===== src/rtl/video_timing_gen.sv =====
// video_timing_gen: raster timing generator for the HDMI output path.
// Produces registered hsync/vsync/de, pixel coordinates and line/frame strobes
// from free-running horizontal and vertical counters on the pixel clock.
// Optional build macro: VTG_TEST_PATTERN_EN adds r/g/b ports carrying an
// 8-bar colour test pattern aligned with de/x/y.
module video_timing_gen #(
    parameter int unsigned H_ACTIVE = 1920,
    parameter int unsigned H_FP     = 88,
    parameter int unsigned H_SYNC   = 44,
    parameter int unsigned H_BP     = 148,
    parameter int unsigned V_ACTIVE = 1080,
    parameter int unsigned V_FP     = 4,
    parameter int unsigned V_SYNC   = 5,
    parameter int unsigned V_BP     = 36,
    parameter bit          HS_POL   = 1'b1,
    parameter bit          VS_POL   = 1'b1
) (
    input  logic        clk_in,
    input  logic        rst,
    input  logic        pll_lock,
    output logic        hsync,
    output logic        vsync,
    output logic        de,
    output logic [11:0] x,
    output logic [10:0] y,
    output logic        line_start,
    output logic        frame_start
`ifdef VTG_TEST_PATTERN_EN
    ,
    output logic [7:0]  r,
    output logic [7:0]  g,
    output logic [7:0]  b
`endif
);

    localparam int unsigned H_TOTAL = H_ACTIVE + H_FP + H_SYNC + H_BP;
    localparam int unsigned V_TOTAL = V_ACTIVE + V_FP + V_SYNC + V_BP;
    localparam int unsigned H_W     = 12;
    localparam int unsigned V_W     = 11;

    localparam logic [H_W-1:0] H_LAST   = H_W'(H_TOTAL - 1);
    localparam logic [V_W-1:0] V_LAST   = V_W'(V_TOTAL - 1);
    localparam logic [H_W-1:0] H_ACT_END = H_W'(H_ACTIVE);
    localparam logic [V_W-1:0] V_ACT_END = V_W'(V_ACTIVE);
    localparam logic [H_W-1:0] HS_BEG   = H_W'(H_ACTIVE + H_FP);
    localparam logic [H_W-1:0] HS_END   = H_W'(H_ACTIVE + H_FP + H_SYNC);
    localparam logic [V_W-1:0] VS_BEG   = V_W'(V_ACTIVE + V_FP);
    localparam logic [V_W-1:0] VS_END   = V_W'(V_ACTIVE + V_FP + V_SYNC);

    // Elaboration-time guard against unsupported timing parameters
    if (H_ACTIVE == 0 || H_FP == 0 || H_SYNC == 0 || H_BP == 0 ||
        V_ACTIVE == 0 || V_FP == 0 || V_SYNC == 0 || V_BP == 0 ||
        H_TOTAL > 4096 || V_TOTAL > 2048) begin : g_param_check
        $error("video_timing_gen: timing parameters out of supported range");
    end

    logic [H_W-1:0] h_cnt_q, h_cnt_d;
    logic [V_W-1:0] v_cnt_q, v_cnt_d;
    logic           hsync_q, hsync_d;
    logic           vsync_q, vsync_d;
    logic           de_q, de_d;
    logic [H_W-1:0] x_q, x_d;
    logic [V_W-1:0] y_q, y_d;
    logic           line_start_q, line_start_d;
    logic           frame_start_q, frame_start_d;
    logic           sync_rst;

    assign sync_rst = rst || !pll_lock;

    // Counter advance: h wraps every line, v steps on the h wrap
    always_comb begin
        h_cnt_d = h_cnt_q + H_W'(1);
        v_cnt_d = v_cnt_q;
        if (h_cnt_q == H_LAST) begin
            h_cnt_d = '0;
            v_cnt_d = (v_cnt_q == V_LAST) ? '0 : v_cnt_q + V_W'(1);
        end
    end

    // Decode of the current counter position into next output values
    always_comb begin
        de_d          = (h_cnt_q < H_ACT_END) && (v_cnt_q < V_ACT_END);
        hsync_d       = ((h_cnt_q >= HS_BEG) && (h_cnt_q < HS_END)) ? HS_POL : ~HS_POL;
        vsync_d       = ((v_cnt_q >= VS_BEG) && (v_cnt_q < VS_END)) ? VS_POL : ~VS_POL;
        x_d           = de_d ? h_cnt_q : '0;
        y_d           = de_d ? v_cnt_q : '0;
        line_start_d  = (h_cnt_q == '0);
        frame_start_d = (h_cnt_q == '0) && (v_cnt_q == '0);
    end

`ifdef VTG_TEST_PATTERN_EN
    logic [23:0] rgb_q, rgb_d;
    logic [2:0]  bar;

    // First column of bar k: ceil(k * H_ACTIVE / 8), folded to a constant
    function automatic logic [H_W-1:0] bar_thr(input int unsigned k);
        return H_W'((k * H_ACTIVE + 7) / 8);
    endfunction

    // Bar index by threshold compares, then colour lookup
    always_comb begin
        bar = '0;
        for (int unsigned k = 1; k < 8; k++) begin
            if (h_cnt_q >= bar_thr(k)) begin
                bar = bar + 3'd1;
            end
        end
        unique case (bar)
            3'd0:    rgb_d = 24'hFFFFFF;
            3'd1:    rgb_d = 24'hFFFF00;
            3'd2:    rgb_d = 24'h00FFFF;
            3'd3:    rgb_d = 24'h00FF00;
            3'd4:    rgb_d = 24'hFF00FF;
            3'd5:    rgb_d = 24'hFF0000;
            3'd6:    rgb_d = 24'h0000FF;
            default: rgb_d = 24'h000000;
        endcase
        if (!de_d) begin
            rgb_d = '0;
        end
    end

    // Pattern register, cleared with the raster
    always_ff @(posedge clk_in) begin
        if (sync_rst) begin
            rgb_q <= '0;
        end else begin
            rgb_q <= rgb_d;
        end
    end

    assign r = rgb_q[23:16];
    assign g = rgb_q[15:8];
    assign b = rgb_q[7:0];
`endif

    // Counter and output registers; reset or lost PLL lock restarts the raster
    always_ff @(posedge clk_in) begin
        if (sync_rst) begin
            h_cnt_q       <= '0;
            v_cnt_q       <= '0;
            hsync_q       <= ~HS_POL;
            vsync_q       <= ~VS_POL;
            de_q          <= 1'b0;
            x_q           <= '0;
            y_q           <= '0;
            line_start_q  <= 1'b0;
            frame_start_q <= 1'b0;
        end else begin
            h_cnt_q       <= h_cnt_d;
            v_cnt_q       <= v_cnt_d;
            hsync_q       <= hsync_d;
            vsync_q       <= vsync_d;
            de_q          <= de_d;
            x_q           <= x_d;
            y_q           <= y_d;
            line_start_q  <= line_start_d;
            frame_start_q <= frame_start_d;
        end
    end

    assign hsync       = hsync_q;
    assign vsync       = vsync_q;
    assign de          = de_q;
    assign x           = x_q;
    assign y           = y_q;
    assign line_start  = line_start_q;
    assign frame_start = frame_start_q;

endmodule


===== config.mk =====
export PLATFORM = sky130hd
export DESIGN_NAME = video_timing_gen
export DESIGN_NICKNAME = d
export VERILOG_FILES = /design/src/rtl/video_timing_gen.sv
export SDC_FILE = /design/constraint.sdc
export NUM_CORES = 1
export LEC_CHECK = 0
export CORE_UTILIZATION = 40
export DETAILED_ROUTE_END_ITERATION = 8
export SLEW_MARGIN = 20
export SYNTH_ARGS = -nofsm -noshare
export SYNTH_HDL_FRONTEND = slang
export SYNTH_SLANG_ARGS = --single-unit

===== constraint.sdc =====
create_clock -name clk_in -period 2.47 [get_ports clk_in]
set_input_delay 0.494 -clock clk_in [delete_from_list [all_inputs] [get_ports clk_in]]
set_output_delay 0.494 -clock clk_in [all_outputs]
set_load 0.01 [all_outputs]

==> metrics, run 1 <==
status=complete, no violations; Tcrit/Tclk final=93.37%; Async SR Flop Fraction=0%; Placer Congestion=0.9024; HPWL after detailed placement=2981 um; CP arrival=2500 ps; Yosys reg bits=51; Post-CTS Setup Bufs=0; DRT Pass-1 Iters=4; total negative slack=0 ps; leading post-synthesis cells by cell area=dfxtp_1 (53%), and2_1 (7.1%), nor2_1 (4.1%); Mapped Cells=202; Internal Power=1.174 mW; # fillers=420; Worst-path clk slew=90 ps; Synth Area in XOR/XNOR=4.997%; total gr overflow=0; ANT nets after route=0; fin cells=293; FF-to-FF setup slack=160 ps; number of library cell types mapped by synthesis=33; reg2reg path depth=5; wire length of the first global-routing pass=6762 um; simple-gate area share of the yosys netlist=28.29%; logic gate share of total power=2.7%; clock latency on the worst-skew pair=310 ps; vias per inst=5.324; switching pwr=0.2899 mW; post-synthesis mux area share=2.077%; PwrDens=596.1 nW/um2; reg-to-reg endpoint=h_cnt_q[11]; Seq pwr share=56.7%; WL final=4115 um; r2r startpoint=h_cnt_q[6]; Static Leak=0.8831 nW; die area=5102 um2; max-cap violations=0; routed length per instance=14.04 um; final-stage net count=247; unrepaired setup endpoints after global routing=false; vias in the first global route=1447; number of synthesized flops with an enable pin=0; clock power share=40.6%; CP Launch Point=h_cnt_q[6]; largest family of logic cells by synthesized area=simple AND/OR/NAND/NOR gates; Port Buffers=30; placed insts=285; CTS buffer count=5; largest net degree at the start of global routing=16; Min Clock Period, post-route=2306 ps; switching power share of the total=19.80%; Yosys top cell area share=52.95%; width of the die=71.43 um; final setup vio count=0; CP endpoint kind=register; proportion of layout cells with a drive suffix above 1=8.714%; initial antenna violation count=0; Syn-to-layout area delta=27.39%; clock root cell=clkbuf_8; Syn Nets=209; Critical Path Sink=h_cnt_q[11]; CP required=2660 ps; synth cell count leaders=dfxtp_1 (51), and2_1 (22), nor2_1 (21); DR vias=1560; critical path peak fanout=11; mapped cell area=1928 um2; die extent in y=71.43 um; Row Count=24; syn_area_per_cell=9.545 um2; Residual DRC=0; CTS tree=done; core box area=4504 um2; Worst VDD drop=0.3510 mV; top-count cell post-synth=dfxtp_1; Clock Skew=8.495 ps; initial DRC count=126; CP Class=reg2reg; Final Hold Vio Count=0; Synth Area in Adders=2.596%; total track usage=17.23%; Yosys top cell by area=dfxtp_1; Hold Path Class=reg2reg; final max-slew violation count=0; I/O pins=31; htree depth=2; yosys warns=0; CTS Sinks=51; Compound-Gate Fraction of Synth Area=5.970%; predominant post-synthesis flop cell=dfxtp_1; Seq/Total Area, Yosys=52.95%; # diodes=0; FMAX=433.6 MHz; crit start category=register; min-delay src=h_cnt_q[0]; clock buffer depth=2; effective utilization at floorplan=42.81%
cells in the final DEF, fill, tap and decap left out, drive strengths merged, types with 6 or more instances in the layout:
master / count
or4: 6
and2: 22
buf: 10
a21oi: 6
inv: 6
xnor2: 9
nand2: 9
nor2: 21
clkdlybuf4s50: 30
clkbuf: 6
nand4: 7
dfxtp: 51
nand3: 7
area by class of cell:
type,instances,area (um2),share of cell area (%)
clock inverter,2,35.03,1.426
multi-input combinational,136,854.6,34.79
clock buffer,6,82.58,3.362
sequential,51,1021,41.57
timing repair buffer,40,375.4,15.28
inverter,6,22.52,0.9170
tap,52,65.06,2.649
cell families (layout without fill, tap and decap cells):
family / after synthesis / in the layout
xor gates and xnor gates: 11 / 11
buffers and inverters: 15 / 54
AOI/OAI and AO/OA: 19 / 19
DFF: 51 / 51
muxes: 4 / 4
adders and majority gates: 4 / 4
other: 1 / 1
and+or+nand+nor: 97 / 97
power groups by stage:
stage               logic, mW  registers, mW  clock network, mW
finish                 0.0399          0.830              0.594
global placement       0.0394          0.850                  0
floorplan              0.0147          0.852                  0
CTS                    0.0400          0.830              0.606
global route           0.0437          0.831              0.639
detailed placement     0.0401          0.850                  0
timing repair:
| action | in CTS | in global routing |
|---|---|---|
| resized for setup | 0 | 1 |
| hold buffers | 0 | 0 |
| setup endpoints to repair | 0 | 5 |
worst max-delay path: stages, from the launching register on:
cell and delay (ps):
dfxtp_1 360, or4_4 540, or4_1 630, buf_4 230
nand2_1 310, o31ai_1 120
stage by stage:
| step | cell area [um2] | hold WS (ps) | utilization [%] | worst slack, ps | power, mW |
|---|---|---|---|---|---|
| 2_1_floorplan | 1928 | 448.9 | - | 263.9 | 0.8663 |
| 3_3_place_gp | 2335 | 495.5 | 51.83 | 169.3 | 0.8891 |
| 3_5_place_dp | 2335 | 491.7 | 51.83 | 116.4 | 0.8898 |
| 4_1_cts | 2452 | 513.5 | 54.44 | 102.3 | 1.476 |
| 5_1_grt | 2456 | 544.9 | 54.53 | 65.54 | 1.514 |
| 6_report | 2456 | 504.0 | 54.53 | 163.7 | 1.464 |
flip-flops by register name, indices dropped and copies added, names as in the netlist:
register     flops
frame_start      1
de               1
h_cnt_q         12
v_cnt_q         11
x               12
vsync            1
hsync            1
line_start       1
y               11
worst min-delay path by stage:
stage	to	slack, ps	cells past startpoint
finish	h_cnt_q[0]	500	1
global route	h_cnt_q[0]	540	1
CTS	h_cnt_q[0]	510	1
detailed placement	h_cnt_q[0]	490	1
global placement	h_cnt_q[0]	500	1
floorplan	h_cnt_q[0]	450	1
routing by layer:
metal,vias to the layer above,global-route usage [%],wire [um]
li1,772,-,-
met1,719,23.16,1898
met2,59,25.40,1849
met3,10,5.204,270
met4,0,8.000,96
met5,-,0,0
(Power assumes the default switching activity.)
==> run 2: changes to the inputs <==
--- a/config.mk
+++ b/config.mk
@@ -6,6 +6,8 @@
 export NUM_CORES = 1
 export LEC_CHECK = 0
+export ABC_CLOCK_PERIOD_IN_PS = 2470
 export CORE_UTILIZATION = 40
 export DETAILED_ROUTE_END_ITERATION = 8
+export REMOVE_ABC_BUFFERS = 1
 export SLEW_MARGIN = 20
 export SYNTH_ARGS = -nofsm -noshare
==> constraint.sdc (replaced) <==
create_clock -name clk_in -period 2.47 [get_ports clk_in]
set_input_delay 0.494 -clock clk_in [delete_from_list [all_inputs] [get_ports clk_in]]
set_output_delay 0.494 -clock clk_in [all_outputs]
set_load 0.005 [all_outputs]
==> run 2 against run 1 <==
Compared with the run above:
- clock skew fell by 3.4 ps
- critical path type unchanged
- largest cell class unchanged
- non-clock buffer count fell by 1
- critical endpoint is now v_cnt_q[4]
- sequential share of layout area rose by 0.43 points
- register-to-register slack got worse by 50 ps
==> metrics, run 2 (synthesized netlist as in run 1, its figures left out) <==
CP Launch Point=h_cnt_q[8]; Tot Pwr=1.391 mW; worst setup margin=112.4 ps; Row Count=24; initial antenna violation count=0; Final Hold Vio Count=0; effective utilization at floorplan=42.81%; Placer Congestion=0.8964; ANT nets after route=0; Syn-to-layout area delta=26.09%; die extent in y=71.43 um; CTS Sinks=51; final setup vio count=0; reg-to-reg endpoint=v_cnt_q[4]; Min Clock Period, post-route=2358 ps; core box area=4504 um2; wire length of the first global-routing pass=6796 um; worst hold slack=504.4 ps; critical path peak fanout=7; clock root cell=clkbuf_8; Port Buffers=30; CTS Hold Bufs=0; Util after Layout=53.97%; commonest non-fill, non-tap cell in the layout=dfxtp_1; max-cap violations=0; r2r startpoint=h_cnt_q[8]; total negative slack=0 ps; Multi-input gate area=850.8 um2; CTS buffer count=5; Static Leak=0.8640 nW; CP arrival=2600 ps; Resize count post-CTS=0; WL final=3896 um; dpl cell area=2327 um2; Finished Cell Area=2431 um2; final max-slew violation count=0; PwrDens=572.3 nW/um2; vias per inst=5.274; Worst-path clk slew=90 ps; FMAX=424.2 MHz; CP required=2710 ps; final-stage net count=246; proportion of layout cells with a drive suffix above 1=7.917%; clock latency on the worst-skew pair=300 ps; sequential cell area=1021 um2; Critical Path Sink=v_cnt_q[4]; initial DRC count=78; vias in the first global route=1461; CTS tree=done; Clock Skew=5.046 ps; routed length per instance=13.34 um; Residual DRC=0; die area=5102 um2; total gr overflow=0; reg2reg path depth=5; htree depth=2; Critical-path top delay cell=or4_1; # fillers=405; total track usage=17.35%; clock buffer depth=2; fin cells=292; status=complete, no violations; unrepaired setup endpoints after global routing=false; largest net degree at the start of global routing=18; crit start category=register; peak per-stage delay on the critical path=640 ps; # diodes=0; width of the die=71.43 um; DRT Pass-1 Iters=4; DR vias=1540; Post-CTS Setup Bufs=0; placed insts=284; Worst VDD drop=0.2284 mV; I/O pins=31; Hold Path Class=reg2reg; HPWL after detailed placement=2888 um; FF-to-FF setup slack=110 ps; Tcrit/Tclk final=95.45%; crit path cell chain=or4_4 -> or4_1 -> buf_4 -> or3_1 -> a21oi_1; CP Class=reg2reg; most frequent cells in the layout=dfxtp_1 (51), clkdlybuf4s50_1 (30), and2_1 (22); dpl ws=168.1 ps; CP endpoint kind=register
[run 2: worst min path at each step]
stage,startpoint,end,slack (ps),cells after the start
after floorplan,h_cnt_q[0],h_cnt_q[0],450,1
after detailed placement,h_cnt_q[0],h_cnt_q[0],500,1
after CTS,h_cnt_q[0],h_cnt_q[0],510,1
after global placement,h_cnt_q[0],h_cnt_q[0],470,1
after global routing,h_cnt_q[10],x[10],530,1
final,h_cnt_q[0],h_cnt_q[0],500,1
[run 2: cell type report]
| cell class | count | share of cell area, % |
|---|---|---|
| clock buffers | 7 | 3.963 |
| clock inverters | 1 | 0.3088 |
| inverters | 6 | 0.9264 |
| multi-input cells | 136 | 35.00 |
| flip-flops and latches | 51 | 42.00 |
| well taps | 52 | 2.676 |
| repair buffers | 39 | 15.13 |
[run 2: metal layers]
layer / routed length [um] / vias up / global-route usage, %
met5: 0 / - / 0
met4: 71 / 0 / 7.111
met3: 228 / 8 / 4.782
met2: 1690 / 56 / 26.03
met1: 1906 / 707 / 23.62
li1: - / 769 / -
[run 2: power by group]
group | switching [mW] | total (mW) | internal, mW
combinational | 0.0182 | 0.0370 | 0.0188
sequential | 0.00311 | 0.830 | 0.827
clock | 0.269 | 0.524 | 0.255
[run 2: critical path, delay by kind of cell, from the launching register on]
| kind | cells | cell delay [ps] |
|---|---|---|
| buffers and inverters | 1 | 220 |
| DFF | 1 | 380 |
| and+or+nand+nor | 3 | 1550 |
| AOI/OAI and AO/OA | 1 | 140 |
==> run 3: changes to the inputs <==
REMOVE_ABC_BUFFERS = unset   (was 1)
==> results of run 3 <==
The final DEF is identical to that of run 1. Status: complete, no violations.
Main changes from that run: total power 1.464 mW -> 1.462 mW; worst IR drop on VDD 0.3510 mV -> 0.3509 mV
